===== src/rtl/instr_encoder.sv =====
// RV32I instruction encoder: packs fields into R/I/S/B/U/J words behind a small output FIFO.
// Optional immediate range checking is enabled by defining RANGE_CHECK_EN.
module instr_encoder #(
  parameter  int DEPTH = 4,
  parameter  int XLEN  = 32,
  localparam int CNT_W = $clog2(DEPTH) + 1
) (
  input  logic             clk,
  input  logic             rst_n,
  input  logic             flush,
  input  logic             in_valid,
  output logic             in_ready,
  input  logic [6:0]       opcode,
  input  logic [4:0]       rd,
  input  logic [4:0]       rs1,
  input  logic [4:0]       rs2,
  input  logic [2:0]       funct3,
  input  logic [6:0]       funct7,
  input  logic [XLEN-1:0]  imm,
  output logic             out_valid,
  input  logic             out_ready,
  output logic [31:0]      out_instr,
  output logic             out_err,
  output logic [CNT_W-1:0] count
);

  localparam int PTR_W = $clog2(DEPTH);

  localparam logic [6:0] OP_IMM      = 7'b0010011;
  localparam logic [6:0] OP_IMM_LOAD = 7'b0000011;
  localparam logic [6:0] OP_J_JALR   = 7'b1100111;
  localparam logic [6:0] OP_S_TYPE   = 7'b0100011;
  localparam logic [6:0] OP_B_TYPE   = 7'b1100011;
  localparam logic [6:0] OP_U_LUI    = 7'b0110111;
  localparam logic [6:0] OP_U_AUIPC  = 7'b0010111;
  localparam logic [6:0] OP_J_JAL    = 7'b1101111;

  logic [31:0]      w_word;
  logic             w_push;
  logic             w_pop;
  logic [PTR_W-1:0] r_wr_ptr;
  logic [PTR_W-1:0] r_rd_ptr;
  logic [CNT_W-1:0] r_count;
  logic [31:0]      r_mem [DEPTH];

  always_comb begin
    w_word = {funct7, rs2, rs1, funct3, rd, opcode};
    case (opcode)
      OP_IMM, OP_IMM_LOAD, OP_J_JALR:
        w_word = {imm[11:0], rs1, funct3, rd, opcode};
      OP_S_TYPE:
        w_word = {imm[11:5], rs2, rs1, funct3, imm[4:0], opcode};
      OP_B_TYPE:
        w_word = {imm[12], imm[10:5], rs2, rs1, funct3, imm[4:1], imm[11], opcode};
      OP_U_LUI, OP_U_AUIPC:
        w_word = {imm[31:12], rd, opcode};
      OP_J_JAL:
        w_word = {imm[20], imm[10:1], imm[11], imm[19:12], rd, opcode};
      default: ;
    endcase
  end

  assign in_ready  = (r_count != CNT_W'(DEPTH));
  assign out_valid = (r_count != '0);
  assign count     = r_count;

  // flush wins over any same-cycle transfer
  assign w_push = in_valid && in_ready && !flush;
  assign w_pop  = out_valid && out_ready && !flush;

  always_ff @(posedge clk or negedge rst_n) begin
    if (!rst_n) begin
      r_wr_ptr <= '0;
      r_rd_ptr <= '0;
      r_count  <= '0;
    end else if (flush) begin
      r_wr_ptr <= '0;
      r_rd_ptr <= '0;
      r_count  <= '0;
    end else begin
      if (w_push) r_wr_ptr <= r_wr_ptr + PTR_W'(1);
      if (w_pop)  r_rd_ptr <= r_rd_ptr + PTR_W'(1);
      case ({w_push, w_pop})
        2'b10:   r_count <= r_count + CNT_W'(1);
        2'b01:   r_count <= r_count - CNT_W'(1);
        default: ;
      endcase
    end
  end

  always_ff @(posedge clk) begin
    if (w_push) r_mem[r_wr_ptr] <= w_word;
  end

  // Head is gated so the outputs read zero while empty, storage itself stays unreset
  assign out_instr = out_valid ? r_mem[r_rd_ptr] : 32'h0;

`ifdef RANGE_CHECK_EN
  logic            w_err;
  logic            r_err_mem [DEPTH];
  logic [XLEN-1:0] w_sext12;
  logic [XLEN-1:0] w_sext13;
  logic [XLEN-1:0] w_sext21;

  assign w_sext12 = {{(XLEN-12){imm[11]}}, imm[11:0]};
  assign w_sext13 = {{(XLEN-13){imm[12]}}, imm[12:0]};
  assign w_sext21 = {{(XLEN-21){imm[20]}}, imm[20:0]};

  always_comb begin
    w_err = 1'b0;
    case (opcode)
      OP_IMM, OP_IMM_LOAD, OP_J_JALR, OP_S_TYPE: w_err = (imm != w_sext12);
      OP_B_TYPE:            w_err = (imm != w_sext13) || imm[0];
      OP_J_JAL:             w_err = (imm != w_sext21) || imm[0];
      OP_U_LUI, OP_U_AUIPC: w_err = (imm[11:0] != 12'h0);
      default: ;
    endcase
  end

  always_ff @(posedge clk) begin
    if (w_push) r_err_mem[r_wr_ptr] <= w_err;
  end

  assign out_err = out_valid ? r_err_mem[r_rd_ptr] : 1'b0;
`else
  assign out_err = 1'b0;
`endif

endmodule


===== config.mk =====
export PLATFORM = sky130hd
export DESIGN_NAME = instr_encoder
export DESIGN_NICKNAME = d
export VERILOG_FILES = /design/src/rtl/instr_encoder.sv
export SDC_FILE = /design/constraint.sdc
export NUM_CORES = 1
export LEC_CHECK = 0
export BUFFER_PORTS_ARGS = -buffer_cell sky130_fd_sc_hd__buf_4
export CORE_MARGIN = 10
export CORE_UTILIZATION = 60
export CTS_CLUSTER_SIZE = 28
export DETAILED_ROUTE_END_ITERATION = 10
export PLACE_DENSITY_LB_ADDON = 0.25
export SYNTH_ARGS = -nofsm -noshare
export SYNTH_HDL_FRONTEND = slang
export SYNTH_SLANG_ARGS = --single-unit

===== constraint.sdc =====
create_clock -name clk -period 5.8 [get_ports clk]
set_input_delay 0 -clock clk [delete_from_list [all_inputs] [get_ports clk]]
set_output_delay 0 -clock clk [all_outputs]
set_load 0.05 [all_outputs]

### Word level (Yosys, flattened, before mapping)

Memory sizes are Yosys's and may differ from the RTL's.
Index checks and enable logic that the tools add are counted.

| operators by class | value |
|---|---|
| $add $sub $neg | 4 |
| reduce and logical (&&, ||, !) cells | 11 |
| mux-type cells | 10 |
| equality and inequality tests | 11 |

Operator list:

| operator | count |
|---|---|
| 32-bit one-hot mux with 5 select lines | 1 |
| 32-bit 2-to-1 mux | 1 |
| 7-bit == test (second input constant) | 3 |
| 7-bit by 5-bit == test with 1-bit output (second input constant) | 2 |
| 7-bit by 6-bit == test with 1-bit output (second input constant) | 2 |
| 2-bit 2-to-1 mux | 4 |
| 7-bit by 2-bit == test with 1-bit output (second input constant) | 1 |
| 3-bit one-hot mux with 2 select lines | 1 |
| 3-bit nonzero test | 2 |
| 2-bit by 1-bit adder with 2-bit output (second input constant) | 2 |
| 1-bit logical AND | 4 |
| 2-bit nonzero test | 2 |
| 3-bit by 1-bit adder with 3-bit output (second input constant) | 1 |
| 3-bit 2-to-1 mux | 1 |
| 3-bit inequality test (second input constant) | 1 |
| 3-bit OR reduction | 1 |
| 3-bit by 1-bit subtractor with 3-bit output (second input constant) | 1 |
| 2-bit by 1-bit == test with 1-bit output (second input constant) | 1 |
| 2-bit == test (second input constant) | 1 |
| 1-bit 2-to-1 mux | 2 |
| 2-bit OR reduction | 1 |
| 1-bit zero test | 1 |

| word-level totals | value |
|---|---|
| logic and storage cells | 40 |
| output and inout bits | 38 |
| RAM bits | 128 |
| register bits | 7 |
| memories | 1 |

Memories:

| name | depth | bits a word | rd ports | clocked after Yosys merged registers in | wr ports | RTL line | source |
|---|---|---|---|---|---|---|---|
| r_mem | 4 | 32 | 1 | 0 | 1 | 44 | `logic [31:0] r_mem [DEPTH];` |

### Logic depth before layout (Yosys ltp)

Gate-level depths: netlist of the first run.

| logic depth | value |
|---|---|
| depth in word-level cells | 6 |
| mapped depth | 7 |
| depth with buffers taken out | 6 |

### Worst setup path before layout of the first run

Ideal clock, no wire load.

| path | value |
|---|---|
| kind | reg2reg |
| start | register r_count[0], in the netlist count[0] |
| end | memory r_mem[0][0], enable pin |
| setup time | 392 ps |
| stages on the path, launching flop included | 5 |
| data required time | 5,408 ps |
| path slack | 3,272 ps |
| period minus slack after synthesis | 2,528 ps |
| buffers on the path | 0 |
| data arrival time | 2,136 ps |
| cells stage by stage | dfrtp_1 -> or3b_4 -> nand2_4 -> nor2_1 -> and2_1 |

| between the ends | value |
|---|---|
| cells in the longest elaborated chain, start to end | 5 |

RTL lines:

| item | RTL line | source |
|---|---|---|
| from (decl) | 43 | `logic [CNT_W-1:0] r_count;` |
| from (signal assigned) | 84 | `2'b10: r_count <= r_count + CNT_W'(1);` |
| from (signal assigned) | 85 | `2'b01: r_count <= r_count - CNT_W'(1);` |
| 3-bit inequality test | 63 | `assign in_ready = (r_count != CNT_W'(DEPTH));` |
| net in_ready | 12 | `output logic in_ready,` |
| 1-bit logical AND (2 in series) | 68 | `assign w_push = in_valid && in_ready && !flush;` |
| 1-bit 2-to-1 mux | 92 | `if (w_push) r_mem[r_wr_ptr] <= w_word;` |
| 1-bit 2-to-1 mux (not written as such) | 92 |  |
| to (decl) | 44 |  |

The timed path passes the listed nets, and every way through them passes these cells.

### Worst setup path in the final report of the first run

| path | value |
|---|---|
| start | register r_count[0], in the netlist count[0] |
| end | register r_count[1], in the netlist count[1] |

| between the ends | value |
|---|---|
| cells in the longest elaborated chain, start to end | 6 |
| elaborated cells on any way between the ends | 13 |
| those cells by class | add/sub: 2; eq/ne: 3; mux: 2; reduce/logical: 6 |

RTL lines:

| item | RTL line | source |
|---|---|---|
| 3-bit inequality test / 3-bit nonzero test (equally long branches) | 63, 64 |  |
| 1-bit logical AND (on tied branches) (2 in series) | 68, 69 |  |
| 2-bit by 1-bit == test with 1-bit output / 2-bit == test (equally long branches) | 83 | `case ({w_push, w_pop})` |
| 3-bit one-hot mux with 2 select lines | 83 |  |
| 3-bit 2-to-1 mux | 76 | `end else if (flush) begin` |

Parallel ways exist; a longest one is shown, timed or not.
A chain may end at the register's enable or synchronous reset.

==> results.ini, run 1 <==
[synth]
yosys.area.top_type_share_pct = 64.0
synth_top_family_by_area = multiplexers
async_flop_share_pct = 5.19
synth_compound_area_share_pct = 4.10
synth_cell_type_count = 47
yosys_warnings = 0
post-synth-top-area-cell = edfxtp_1
yosysSeqAreaShare_pct = 66.9
synth-simple-area-share_pct = 9.25
ys_ff_latch = 135
synth_nets = 415
synthXorXnorAreaFrac_pct = 0.708
avgSynthCellArea_um2 = 17.6
synth_ff_type = edfxtp_1
synth_fa_ha_area_share_pct = 1.17
synth_edf_count = 128
syn_area_mm2 = 0.00601
synthTopCellsByArea = edfxtp_1 64%, mux4_2 12%, and2_1 4.1%, dfrtp_1 2.9%, mux2_4 2.2%
synth_cells = 341
synthMuxAreaShare_pct = 15.7

[pwr]
peakVddDrop_mv = 0.303
powerDensity_mw_per_mm2 = 434
p_leak_nw = 2.97

[sta]
period_needed_ps = 2600
tightest_slew_ps = 1270
fin_crit_sh_pct = 44.7
finalSetupTns_ps = 0
finalSetupViolCount = 0
final_hold_viol_count = 0
worst_clock_skew_ps = 10.3
whs_ps = 48.3
fin_ws_ps = 3200
timing.fmax_mhz = 385
slew_headroom_pct = 15.2
rsz0062_at_grt = no
slew_violations = 0

[cts]
cts_buffers = 17
cts_tree = yes
clock_tree.root_cell = clkbuf_8
cts.clk_slew.worst_paths_ps = 60
clock_sinks = 135
ctsResizeCount = 0
h-tree-depth = 4
clock_latency_ps = 530
clockBufferDepth = 2

[status]
outcome = complete, no violations

[drt]
via_per_inst = 5.96
ant_nets = 0
drc = 0
drt_wl_total_um = 15400
vias = 3916
dr.first_iter.drc_count = 354
drt-pass1-iter-count = 7
drt-wirelength-per-cell_um = 23.4

[cells_and_area]
layout-drive-gt1-share_pct = 37.1
instances_no_fill = 657
multi_input_area_mm2 = 0.00187
regArea_mm2 = 0.00402
fillers = 473
final_cell_mix = 128 x edfxtp_1, 107 x buf_4, 63 x dlygate4sd3_1, 35 x and2_1, 32 x mux4_2
postLayoutCoreUtil_pct = 82.5
nets = 584
final_common_cell = edfxtp_1
synthToLayoutAreaGrowth_pct = 34.1

[critical_path]
cp_max_fo = 35
worstPathCellList = or3_1 -> nand2_4 -> nor3b_1 -> fa_1 -> nand2b_1 -> mux2i_1
cp_slowest_cell = or3_1
crit_required_ps = 6220
cp_data_arrival_time_ps = 3010
cpPeakStageDelay_ps = 1000
cp-end-kind = flop
start_kind = flop
worstSetupPathType = reg -> reg

[die]
initial_core_util_pct = 61.5
die_w_um = 120
fp-row-count = 36
die_area_mm2 = 0.0144
die_h_um = 120
io_pins = 107
coreArea_mm2 = 0.00977

[placed_design]
dp_hpwl_um = 8180
routabilityCongestion = 0.775
dp.cells = 561
post-place-ws_ps = 3240
io_buffers = 105

[global_routing]
track_usage_pct = 21.5
grt_max_degree = 36
antenna_found_initial = 1
grt_pass1_wl_um = 23800
grt_overflow = 0
grt_pass1_vias = 4255

[min_path]
hold_class = in -> reg

[flow_run]
timing.max_cap.violations = 0

## logic make-up after synthesis
family / after synthesis
xor gates and xnor gates: 4
DFF: 135
muxes: 49
AOI/OAI and AO/OA: 32
other: 1
adders and majority gates: 5
and+or+nand+nor: 91
buffers and inverters: 24
## critical path, delay by kind of cell (launching register included)
family                     cells  cell delay, ps
DFF                            1             460
muxes                          1              60
adders and majority gates      1             460
and+or+nand+nor                4            1490
## path summary, 6_finish.rpt
kind / start / end / slack, ps / depth (start not counted)
max: count[0] / count[1] / 3200 / 6
min: rs2[1] / r_mem[3][21] / 50 / 3
max reg2reg: count[0] / count[1] / 3200 / 6
min reg2reg: r_wr_ptr[1] / r_wr_ptr[1] / 590 / 2
max in group asynchronous: rst_n / r_rd_ptr[0] / 5080 / 3
min in group asynchronous: rst_n / count[1] / 450 / 3
## state kept, by name (all words and copies together), names as in the netlist
name / flops
r_mem: 128
count: 3
r_rd_ptr: 2
r_wr_ptr: 2
## area by class of cell
type	count	area share [%]
Multi-Input combinational cell	182	23.2
Sequential cell	135	49.9
Timing Repair Buffer	170	17.8
Clock inverter	13	1.63
Antenna cell	1	0.0311
Tap cell	133	2.06
Clock buffer	19	5.23
Inverter	4	0.186
## synth_stat cells (3+ instances only)
cell type,instances
a21oi_1,6
a221o_1,10
and2_1,39
and3_1,11
buf_2,6
buf_6,3
clkbuf_1,9
dfrtp_1,7
edfxtp_1,128
ha_1,4
inv_1,4
mux2_2,6
mux2_4,9
mux4_2,32
nand2_1,9
nand2b_1,3
nand3_1,3
nor2_1,12
o21ai_0,3
## stage by stage
| stage | total power [W] | cell area, µm² |
|---|---|---|
| after detailed placement | 0.00245 | 6870 |
| after floorplan | 0.00209 | 6010 |
| after CTS | 0.00349 | 8060 |
| after global placement | 0.00244 | 6870 |
| after global routing | 0.00362 | 8060 |
| final | 0.00350 | 8060 |
## power breakdown
part / leakage (nW) / internal, W / switching [W]
registers: 1.25 / 0.00114 / 0.0000430
logic: 1.46 / 0.000478 / 0.000826
clock network: 0.263 / 0.000608 / 0.000404
total: 2.97 / 0.00222 / 0.00127
## per-layer routing
| metal | vias to the layer above | track usage, % | wire, µm | part of all wire, % |
|---|---|---|---|---|
| met2 | 218 | 37.1 | 8070 | 53 |
| li1 | 1701 | - | - | - |
| met3 | 43 | 5.58 | 1070 | 7.0 |
| met4 | 0 | 11.0 | 546 | 3.6 |
| met5 | - | 0 | 0 | 0 |
| met1 | 1954 | 24.2 | 5690 | 37 |
## timing repair
item / CTS / global route
hold buffers: 63 / 0
buffers inserted: 0 / 0
hold endpoints to repair: 142 / 0
(Power assumes the default switching activity.)
==> run 2: changes to the inputs <==
--- a/config.mk
+++ b/config.mk
@@ -7,7 +7,7 @@
 export LEC_CHECK = 0
 export BUFFER_PORTS_ARGS = -buffer_cell sky130_fd_sc_hd__buf_4
 export CORE_MARGIN = 10
-export CORE_UTILIZATION = 60
+export CORE_UTILIZATION = 50
 export CTS_CLUSTER_SIZE = 28
 export DETAILED_ROUTE_END_ITERATION = 10
 export PLACE_DENSITY_LB_ADDON = 0.25
==> constraint.sdc (replaced) <==
create_clock -name clk -period 2.2 [get_ports clk]
set_input_delay 0 -clock clk [delete_from_list [all_inputs] [get_ports clk]]
set_output_delay 0 -clock clk [all_outputs]
set_load 0.05 [all_outputs]
==> run 2 against run 1 <==
Against the previous run:
- combinational power rose to 2.7 times the previous value
- power grew to 2.7 times the previous value
- register-to-register slack got worse by 3100 ps
- clock skew fell by 5.5 ps
- critical path depth down 2
- worst setup slack worse by 3100 ps
- clock power rose to 2.9 times the previous value
- highest routed layer unchanged
==> results.ini, run 2 (synthesis gave the netlist of run 1 again) <==
[drt]
ant_nets = 0  ; unchanged
drt-wirelength-per-cell_um = 20.9  ; was 23.4 µm
dr.first_iter.drc_count = 330  ; was 354
via_per_inst = 5.52  ; was 5.96
drt_wl_total_um = 13800  ; was 15,400 µm
drt-pass1-iter-count = 4  ; was 7
drc = 0  ; unchanged
vias = 3640  ; was 3,916

[cells_and_area]
regMostFlops = r_mem  ; unchanged
instances_no_fill = 660  ; was 657
largest_reg_flops = 128  ; unchanged
nets = 578  ; was 584
final_common_cell = edfxtp_1  ; unchanged
layout-drive-gt1-share_pct = 40.6  ; was 37.1%
final_cell_mix = 128 x edfxtp_1, 111 x buf_4, 47 x dlygate4sd3_1, 35 x and2_1, 32 x mux4_2  ; was 128 x edfxtp_1, 107 x buf_4, 63 x dlygate4sd3_1, 35 x and2_1, 32 x mux4_2
antenna_cells = 0  ; was 1
fillers = 758  ; was 473
synthToLayoutAreaGrowth_pct = 35.4  ; was 34.1%

[pwr]
p_int_w = 0.00622  ; was 0.00222 W
switching_share_pct = 34.4  ; was 36.4%
peakVddDrop_mv = 0.740  ; was 0.303 mV
p_switching_w = 0.00326  ; was 0.00127 W
p_seq_share_pct = 33.0  ; was 33.8%
p_leak_nw = 3.01  ; was 2.97 nW
power_frac_comb_pct = 36.6  ; was 37.3%
clkPwrFrac_pct = 30.4  ; was 28.9%
powerDensity_mw_per_mm2 = 1160  ; was 434 mW/mm²

[sta]
slew_headroom_pct = 43.8  ; was 15.2%
slew_violations = 0  ; unchanged
tightest_slew_ps = 843  ; was 1270 ps
period_needed_ps = 2080
finalSetupViolCount = 0  ; unchanged
worst_clock_skew_ps = 4.83  ; was 10.3 ps
fin_crit_sh_pct = 94.7
finalSetupTns_ps = 0  ; unchanged
timing.fmax_mhz = 480
rsz0062_at_grt = no  ; unchanged
final_hold_viol_count = 0  ; unchanged

[critical_path]
r2r_cells = 7  ; was 6
crit_family = flip-flops  ; was simple AND/OR/NAND/NOR gates
cp_data_arrival_time_ps = 2080  ; was 3010 ps
cp_max_fo = 13  ; was 35
start_kind = flop  ; unchanged
reg2reg_to = count[1]  ; unchanged
cpPeakStageDelay_ps = 550  ; was 1000 ps
cp-end-kind = primary output  ; was flop
cp_num_cells = 4  ; was 6
crit_buf_inv = 2  ; was 0
crit_required_ps = 2200  ; was 6220 ps
worstSetupPathType = reg -> out  ; was reg -> reg
cp_slowest_cell = dfrtp_4  ; was or3_1
crit_path_start = r_rd_ptr[0]  ; was count[0]
r2r-start = count[0]  ; unchanged
setup.worst_path.end = out_instr[21]  ; was count[1]
worstPathCellList = buf_12 -> mux4_2 -> and2_1 -> buf_4  ; was or3_1 -> nand2_4 -> nor3b_1 -> fa_1 -> nand2b_1 -> mux2i_1
rrSetupSlack_ps = 150  ; was 3200 ps

[placed_design]
io_buffers = 105  ; unchanged
dp.cells = 581  ; was 561
dp_hpwl_um = 8940  ; was 8180 µm
routabilityCongestion = 0.779  ; was 0.775

[global_routing]
antenna_found_initial = 0  ; was 1
grt_max_degree = 35  ; was 36
track_usage_pct = 17.2  ; was 21.5%
grt_overflow = 0  ; unchanged
grt_pass1_wl_um = 21900  ; was 23,800 µm
grt_pass1_vias = 4047  ; was 4,255

[cts]
clock_sinks = 135  ; unchanged
clock_tree.root_cell = clkbuf_16  ; was clkbuf_8
clock_latency_ps = 400  ; was 530 ps
cts_tree = yes  ; unchanged
h-tree-depth = 4  ; unchanged
cts.clk_slew.worst_paths_ps = 60  ; about the same
post_cts.repair.setup_buffers = 0  ; unchanged
cts_buffers = 17  ; unchanged
clockBufferDepth = 2  ; unchanged

[min_path]
worstHoldStart = imm[6]  ; was rs2[1]
hold_class = in -> reg  ; unchanged

[flow_run]
timing.max_cap.violations = 0  ; unchanged

[die]
die_w_um = 130  ; was 120 µm
coreArea_mm2 = 0.0116  ; was 0.00977 mm²
die_h_um = 130  ; was 120 µm
io_pins = 107  ; unchanged
die_area_mm2 = 0.0168  ; was 0.0144 mm²
initial_core_util_pct = 51.7  ; was 61.5%
fp-row-count = 39  ; was 36

[status]
outcome = complete, no violations  ; unchanged

## run 2: cell count changes in the layout (fill, tap and decap cells not counted), sizes merged
cell	delta
buf	+10
clkbuf	-2
inv	-1
dlygate4sd3	-16
clkinvlp	-2
bufinv	+2
clkinv	+3
diode	-1
## run 2: power groups by stage
| stage | clock network [W] | logic (W) | registers, W |
|---|---|---|---|
| 2_1_floorplan | 0 | 0.00236 | 0.00316 |
| 3_3_place_gp | 0 | 0.00340 | 0.00316 |
| 3_5_place_dp | 0 | 0.00343 | 0.00318 |
| 4_1_cts | 0.00292 | 0.00351 | 0.00313 |
| 5_1_grt | 0.00303 | 0.00367 | 0.00315 |
| 6_report | 0.00288 | 0.00347 | 0.00313 |
## run 2: routing by layer
metal / share of wire (%) / global-route usage, % / wire length [µm]
met2: 50 / 29.0 / 6960
met1: 40 / 20.6 / 5580
met4: 1.3 / 5.16 / 175
met3: 7.9 / 5.75 / 1090
met5: 0 / 0 / 0
## run 2: cell type report
class / count / area [µm²] / share of cell area (%)
inverter: 4 / 15.0 / 0.185
clock buffer: 17 / 425 / 5.23
sequential: 135 / 4030 / 49.5
multi-input combinational: 182 / 1880 / 23.1
clock inverter: 15 / 185 / 2.28
tap: 143 / 179 / 2.20
timing repair buffer: 164 / 1420 / 17.5
## run 2: stage by stage
step                power (W)  setup WS (ps)  area [µm²]  utilization [%]  hold slack (ps)
detailed placement    0.00660           90.7        7050             60.7             -181
global route          0.00985           29.6        8130             70.0             12.2
global placement      0.00656            178        7050             60.7             -181
finish                0.00947            117        8130             70.0             13.8
CTS                   0.00957           25.6        8130             70.0            0.139
floorplan             0.00552           78.1        6020                -             -296
## run 2: repair_timing
| item | CTS | global route |
|---|---|---|
| setup endpoints to repair | 0 | 13 |
| hold endpoints to repair | 113 | 0 |
| hold buffers | 47 | 0 |
| gates resized for setup | 0 | 2 |
## run 2: worst min-delay path by stage
| stage | to | slack (ps) | cells after the start |
|---|---|---|---|
| final | r_mem[0][26] | 10 | 2 |
| after detailed placement | count[0] | -180 | 1 |
| after CTS | r_mem[0][23] | 0.1 | 2 |
| after floorplan | count[0] | -300 | 0 |
| after global placement | count[0] | -180 | 1 |
| after global routing | r_mem[0][23] | 10 | 2 |
